===== src/rtl/hb_interp.sv =====
// -----------------------------------------------------------------------------
// hb_interp
// 2x half-band interpolating FIR. Each accepted input sample produces two
// output samples: phase A (the symmetric-pair sum) and phase B (the centre tap).
//
// Ports
//   clk         sole clock, rising edge
//   rst         synchronous, active-high reset
//   in_valid    input sample valid
//   in_ready    block accepts a sample this cycle
//   in_sample   input sample x[n], unsigned
//   coeff       tap array h[0..FILTER_ORDER-1], held static during operation
//   out_valid   output sample valid
//   out_ready   downstream accepts output
//   out_sample  interpolated sample y, zero-extended
//   out_phase   0 = phase A (even output), 1 = phase B (odd output)
// -----------------------------------------------------------------------------
module hb_interp #(
    parameter int INPUT_SAMPLE_DATA_WIDTH  = 8,
    parameter int COEFF_DATA_WIDTH         = 10,
    parameter int FILTER_ORDER             = 15,
    parameter int OUTPUT_SAMPLE_DATA_WIDTH = 22
) (
    input  logic                                                clk,
    input  logic                                                rst,
    input  logic                                                in_valid,
    output logic                                                in_ready,
    input  logic [INPUT_SAMPLE_DATA_WIDTH-1:0]                  in_sample,
    input  logic [FILTER_ORDER-1:0][COEFF_DATA_WIDTH-1:0]       coeff,
    output logic                                                out_valid,
    input  logic                                                out_ready,
    output logic [OUTPUT_SAMPLE_DATA_WIDTH-1:0]                 out_sample,
    output logic                                                out_phase
);

    localparam int IW     = INPUT_SAMPLE_DATA_WIDTH;
    localparam int CW     = COEFF_DATA_WIDTH;
    localparam int OW     = OUTPUT_SAMPLE_DATA_WIDTH;
    localparam int TAPS   = (FILTER_ORDER + 1) / 2;   // delay line length
    localparam int PAIRS  = TAPS / 2;                 // symmetric pairs
    localparam int MID    = FILTER_ORDER / 2;         // centre tap index
    localparam int PRE_W  = IW + 1;
    localparam int MUL_W  = PRE_W + CW;
    localparam int PAIR_W = MUL_W + 1;
    localparam int FIN_W  = PAIR_W + 1;
    localparam int B_W    = IW + CW;

    typedef enum logic [1:0] {EMPTY, SEND_A, SEND_B} state_t;

    logic [FILTER_ORDER-1:0][CW-1:0] coeff_q;
    logic                            unused_coeff_bits;

    logic [IW-1:0]     dl [TAPS];
    logic              dl_v;
    logic [PRE_W-1:0]  pre [PAIRS];
    logic [IW-1:0]     pre_x;
    logic              pre_v;
    logic [MUL_W-1:0]  mul [PAIRS];
    logic [B_W-1:0]    mul_b;
    logic              mul_v;
    logic [PAIR_W-1:0] pair_a [2];
    logic [B_W-1:0]    pair_b;
    logic              pair_v;
    logic [FIN_W-1:0]  fin_a;
    logic [B_W-1:0]    fin_b;
    logic              fin_v;

    logic              en;
    state_t            state;
    state_t            state_next;
    logic              load;
    logic [FIN_W-1:0]  a_q;
    logic [B_W-1:0]    b_q;

    // The half-band structure only needs the even taps of one half plus the
    // centre; the remaining registered bits are folded here so they are
    // visibly accounted for.
    always_comb begin
        unused_coeff_bits = 1'b0;
        for (int i = 0; i < FILTER_ORDER; i++) begin
            if (!(((i % 2) == 0 && i < 2 * PAIRS) || i == MID)) begin
                unused_coeff_bits = unused_coeff_bits ^ (^coeff_q[i]);
            end
        end
    end

    always_ff @(posedge clk) begin
        if (rst) begin
            coeff_q <= '0;
        end else begin
            coeff_q <= coeff;
        end
    end

    // The pipeline stalls as a whole only when the head stage holds a result
    // the output FSM cannot take this cycle. Reset forces the enable high so
    // in_ready reads 1 while reset is held.
    assign en = rst || !(fin_v && !(state == EMPTY || (state == SEND_B && out_ready)));
    assign in_ready = en;

    // Delay line plus A datapath (pre-add, multiply, pair-add, final-add) and
    // the matched-delay B chain. dl_v marks a freshly accepted sample that the
    // pre-add stage has not yet consumed.
    always_ff @(posedge clk) begin
        if (rst) begin
            for (int i = 0; i < TAPS; i++) dl[i] <= '0;
            for (int k = 0; k < PAIRS; k++) begin
                pre[k] <= '0;
                mul[k] <= '0;
            end
            pair_a[0] <= '0;
            pair_a[1] <= '0;
            dl_v   <= 1'b0;
            pre_x  <= '0;
            pre_v  <= 1'b0;
            mul_b  <= '0;
            mul_v  <= 1'b0;
            pair_b <= '0;
            pair_v <= 1'b0;
            fin_a  <= '0;
            fin_b  <= '0;
            fin_v  <= 1'b0;
        end else if (en) begin
            if (in_valid) begin
                dl[0] <= in_sample;
                for (int i = 1; i < TAPS; i++) dl[i] <= dl[i-1];
            end
            dl_v <= in_valid;

            for (int k = 0; k < PAIRS; k++) begin
                pre[k] <= PRE_W'(dl[k]) + PRE_W'(dl[TAPS-1-k]);
            end
            pre_x <= dl[PAIRS-1];
            pre_v <= dl_v;

            for (int k = 0; k < PAIRS; k++) begin
                mul[k] <= MUL_W'(pre[k]) * MUL_W'(coeff_q[2*k]);
            end
            mul_b <= B_W'(pre_x) * B_W'(coeff_q[MID]);
            mul_v <= pre_v;

            pair_a[0] <= PAIR_W'(mul[0]) + PAIR_W'(mul[1]);
            pair_a[1] <= PAIR_W'(mul[2]) + PAIR_W'(mul[3]);
            pair_b    <= mul_b;
            pair_v    <= mul_v;

            fin_a <= FIN_W'(pair_a[0]) + FIN_W'(pair_a[1]);
            fin_b <= pair_b;
            fin_v <= pair_v;
        end
    end

    always_ff @(posedge clk) begin
        if (rst) begin
            state <= EMPTY;
            a_q   <= '0;
            b_q   <= '0;
        end else begin
            state <= state_next;
            if (load) begin
                a_q <= fin_a;
                b_q <= fin_b;
            end
        end
    end

    // A pair is loaded exactly when the enable lets the head stage advance,
    // so nothing is lost or repeated. Outputs are forced idle while reset is
    // asserted.
    always_comb begin
        state_next = state;
        load       = 1'b0;
        out_valid  = 1'b0;
        out_phase  = 1'b0;
        out_sample = '0;
        case (state)
            EMPTY: begin
                if (fin_v) begin
                    load       = 1'b1;
                    state_next = SEND_A;
                end
            end
            SEND_A: begin
                out_valid  = 1'b1;
                out_sample = OW'(a_q);
                if (out_ready) state_next = SEND_B;
            end
            SEND_B: begin
                out_valid  = 1'b1;
                out_phase  = 1'b1;
                out_sample = OW'(b_q);
                if (out_ready) begin
                    if (fin_v) begin
                        load       = 1'b1;
                        state_next = SEND_A;
                    end else begin
                        state_next = EMPTY;
                    end
                end
            end
            default: state_next = EMPTY;
        endcase
        if (rst) begin
            out_valid  = 1'b0;
            out_phase  = 1'b0;
            out_sample = '0;
        end
    end

endmodule


===== config.mk =====
export PLATFORM = sky130hd
export DESIGN_NAME = hb_interp
export DESIGN_NICKNAME = d
export VERILOG_FILES = /design/src/rtl/hb_interp.sv
export SDC_FILE = /design/constraint.sdc
export NUM_CORES = 2
export LEC_CHECK = 0
export CAP_MARGIN = 20
export CORE_MARGIN = 4
export CORE_UTILIZATION = 55
export DETAILED_ROUTE_END_ITERATION = 7
export PLACE_DENSITY = 0.75
export SYNTH_ARGS = -nofsm -noshare
export SYNTH_HDL_FRONTEND = slang
export SYNTH_SLANG_ARGS = --single-unit
export TNS_END_PERCENT = 20

===== constraint.sdc =====
create_clock -name clk -period 7.1 [get_ports clk]
set_clock_uncertainty 0.2 [all_clocks]
set_input_delay 1.42 -clock clk [delete_from_list [all_inputs] [get_ports clk]]
set_output_delay 1.42 -clock clk [all_outputs]
set_load 0.02 [all_outputs]

==> results.json <==
{
  "drv_cap": 0,
  "ys_seq_area_share_pct": 32.18,
  "yosysWarnings": 0,
  "postRouteAntennaNets": 0,
  "slew_headroom_pct": 34.71,
  "synth_nets": 4022,
  "vias": 22223,
  "yosysTopAreaCell": "edfxtp_1",
  "synth_area_leaders": "edfxtp_1 (21%), fa_1 (18%), ha_1 (12%)",
  "p_leak_nw": 16.56,
  "synthCells": 3288,
  "setup_viol": 0,
  "insertion_delay_ns": 0.58,
  "fin_crit_ns": 5.550,
  "use_met3_pct": 2.993,
  "p_seq_share_pct": 42.3,
  "wl_per_cell_um": 15.98,
  "fin_ws_ns": 1.550,
  "slowest_delay_ns": 0.64,
  "power.internal_w": 0.004683,
  "drc": 0,
  "cp_data_arrival_time_ns": 5.65,
  "rows": 87,
  "start_kind": "flip-flop",
  "cts_setup_buffers": 0,
  "cts_buffers": 46,
  "ir_drop_v": 0.0001770,
  "p_switching_w": 0.002000,
  "clk_pin_slew_ns": 0.06,
  "drive_gt1_share_pct": 3.185,
  "drv_slew": 0,
  "antenna_cells": 0,
  "coreArea_mm2": 0.05639,
  "rsz0062_at_grt": "false",
  "ys_ff_latch": 395,
  "synth_area_mm2": 0.03129,
  "cts-root-buf": "clkbuf_16",
  "cts_num_sinks": 395,
  "hold_path_class": "flip-flop to flip-flop",
  "cp_common_cell": "fa_1",
  "die_h_um": 246.5,
  "die_area_mm2": 0.06077,
  "p_per_area_mw_per_mm2": 194.4,
  "cp-end-kind": "flip-flop",
  "vias_per_cell": 5.400,
  "ctsHoldBuffers": 0,
  "post-route-period-util_pct": 78.17,
  "die-width_um": 246.5,
  "grt_max_degree": 96,
  "clock_path_buffers": 3,
  "r2r_cells": 16,
  "antenna_found_initial": 1,
  "dr.pass1.iters": 5,
  "wl_mm": 65.75,
  "async_reset_ff_share_pct": 0,
  "critical_path_required_ns": 7.20,
  "h-tree-depth": 2,
  "synth_top_area_share_pct": 20.73,
  "worst_pin_slew_ns": 0.9546,
  "hold_viol_final": 0,
  "gp_congestion": 0.8856,
  "busiest_layer": "met2",
  "nFillCells": 4856,
  "overflow": 0,
  "grt_pass1_wl_mm": 109.7,
  "synth.distinct_cells": 67,
  "cp_slowest_cell": "a2111oi_0",
  "timing.fmax_mhz": 180.2,
  "min_path_cells": 2,
  "synthFlopType": "edfxtp_1",
  "power_frac_comb_pct": 21.0,
  "path_class": "flip-flop to flip-flop",
  "outcome": "finished, final reports clean",
  "area_growth_pct": 9.854,
  "switching_share_pct": 29.93,
  "start_util_pct": 55.49,
  "io_pins": 187,
  "nets": 4055,
  "syn_avg_cell_area_um2": 9.516,
  "cts_tree": "built",
  "critPathMaxFanout": 10,
  "grt_use_met2_pct": 37.66,
  "crit_chain": "nand2_1 > fa_1 > inv_1 > fa_1 > fa_1 > inv_1 > fa_1 > inv_1 > ha_1 > or2_2 > a2111oi_0 > o31ai_1 > a41o_1 > a21oi_1 > xor2_1 > nor2_1",
  "cts_resized": 0,
  "grt.total_usage_pct": 22.16,
  "grtUsageMet1_pct": 29.25,
  "post-place-ws_ns": 1.616,
  "p_clk_share_pct": 36.7,
  "first_iter_violations": 1348,
  "grt_pass1_vias": 22292,
  "io_buffers": 85,
  "synth_edf_count": 216,
  "dp_hpwl_mm": 48.95,
  "setup_tns_ns": 0
}
## state kept, by name, indices dropped and copies added, names as in the netlist, 21 cells and up
name	flops
fin_a	21
coeff_q	50
pair_a	40
a_q	21
dl	64
pre	36
mul	76
## cells in the mapped netlist (all sizes together) (5+ instances only)
library cell / count
buf: 6
a311oi: 5
and2: 321
o31ai: 7
xor2: 42
inv: 430
fa: 283
a211oi: 14
a21oi: 204
o21bai: 21
nor3: 35
and3: 60
a31oi: 10
a22oi: 19
ha: 289
nor3b: 7
nor2b: 92
nand4: 6
mux2i: 10
a211o: 5
or3: 10
o21ai: 66
clkbuf: 110
xnor2: 57
o211ai: 6
nand2b: 23
nor2: 179
dfxtp: 179
a21boi: 5
edfxtp: 216
nand3: 20
nand2: 415
o21a: 20
a21o: 69
## layout by cell type (no fill, tap or decap), drive strengths merged, types with 60 or more instances in the layout
cell           instances
a21o                  69
clkdlybuf4s50         84
edfxtp               216
nor2                 179
dfxtp                179
fa                   283
nor2b                 92
o21ai                 66
a21oi                204
and2                 321
nand2                415
and3                  60
inv                  437
clkbuf                68
ha                   289
## power by group through the flow
stage / logic [W] / clock network (W) / registers (W)
3_5_place_dp: 0.00140 / 0 / 0.00287
4_1_cts: 0.00141 / 0.00251 / 0.00282
6_report: 0.00140 / 0.00245 / 0.00283
5_1_grt: 0.00161 / 0.00259 / 0.00285
2_1_floorplan: 0.00110 / 0 / 0.00275
3_3_place_gp: 0.00136 / 0 / 0.00287
## cell type report
class / instances / area (um2) / area share (%)
clock buffer: 68 / 1370 / 3.986
timing repair buffer: 101 / 972.2 / 2.829
clock inverter: 18 / 206.4 / 0.6007
sequential: 395 / 10070 / 29.30
multi-input combinational: 2347 / 19190 / 55.82
inverter: 430 / 1619 / 4.711
tap: 756 / 945.9 / 2.752
## critical path: cells and delay by family (launching register included)
family                   cells  cell delay, ns
flip-flops                   1            0.57
XOR/XNOR                     1            0.16
adder cells (fa/ha/maj)      5            2.27
AO/OA/AOI/OAI                4            1.39
AND/OR/NAND/NOR              3            0.54
buffers and inverters        3            0.14
## final timing paths
check / from / to / slack (ns)
hold reg to reg: fin_a[6]$_SDFFE_PP0N_ / fin_a[6]$_SDFFE_PP0N_ / 0.25
setup reg to reg: pre[0][9]$_SDFFCE_PN0P_ / mul[1][17]$_SDFFCE_PN0P_ / 1.55
setup / recovery: pre[0][9]$_SDFFCE_PN0P_ / mul[1][17]$_SDFFCE_PN0P_ / 1.55
hold / removal: fin_a[6]$_SDFFE_PP0N_ / fin_a[6]$_SDFFE_PP0N_ / 0.25
## metal layers
layer | share of wire (%) | vias to the layer above | wire [um]
met5 | 0 | - | 0
met4 | 3.8 | 0 | 2468
met3 | 4.3 | 120 | 2848
met2 | 48 | 464 | 31880
met1 | 43 | 10860 | 28550
li1 | - | 10779 | -
## per-stage QoR
step	util [%]	power [W]	area, um2	std cells	hold WS [ns]
after global routing	60.96	0.007048	34370	4115	0.2606
final	60.96	0.006683	34370	4115	0.2505
after detailed placement	58.16	0.004268	32790	4029	0.2432
after CTS	60.96	0.006743	34370	4115	0.2517
after floorplan	-	0.003849	31290	3288	0.2249
after global placement	58.16	0.004233	32790	4029	0.2375
## cells by family after synthesis
group | synth area share, %
AOI/OAI and AO/OA | 9.730
xor gates and xnor gates | 2.771
adders and majority gates | 29.66
buffers and inverters | 6.562
DFF | 32.18
muxes | 0.3199
other | 0.01199
and+or+nand+nor | 18.76
No activity file was read; power rests on OpenSTA's default activity.
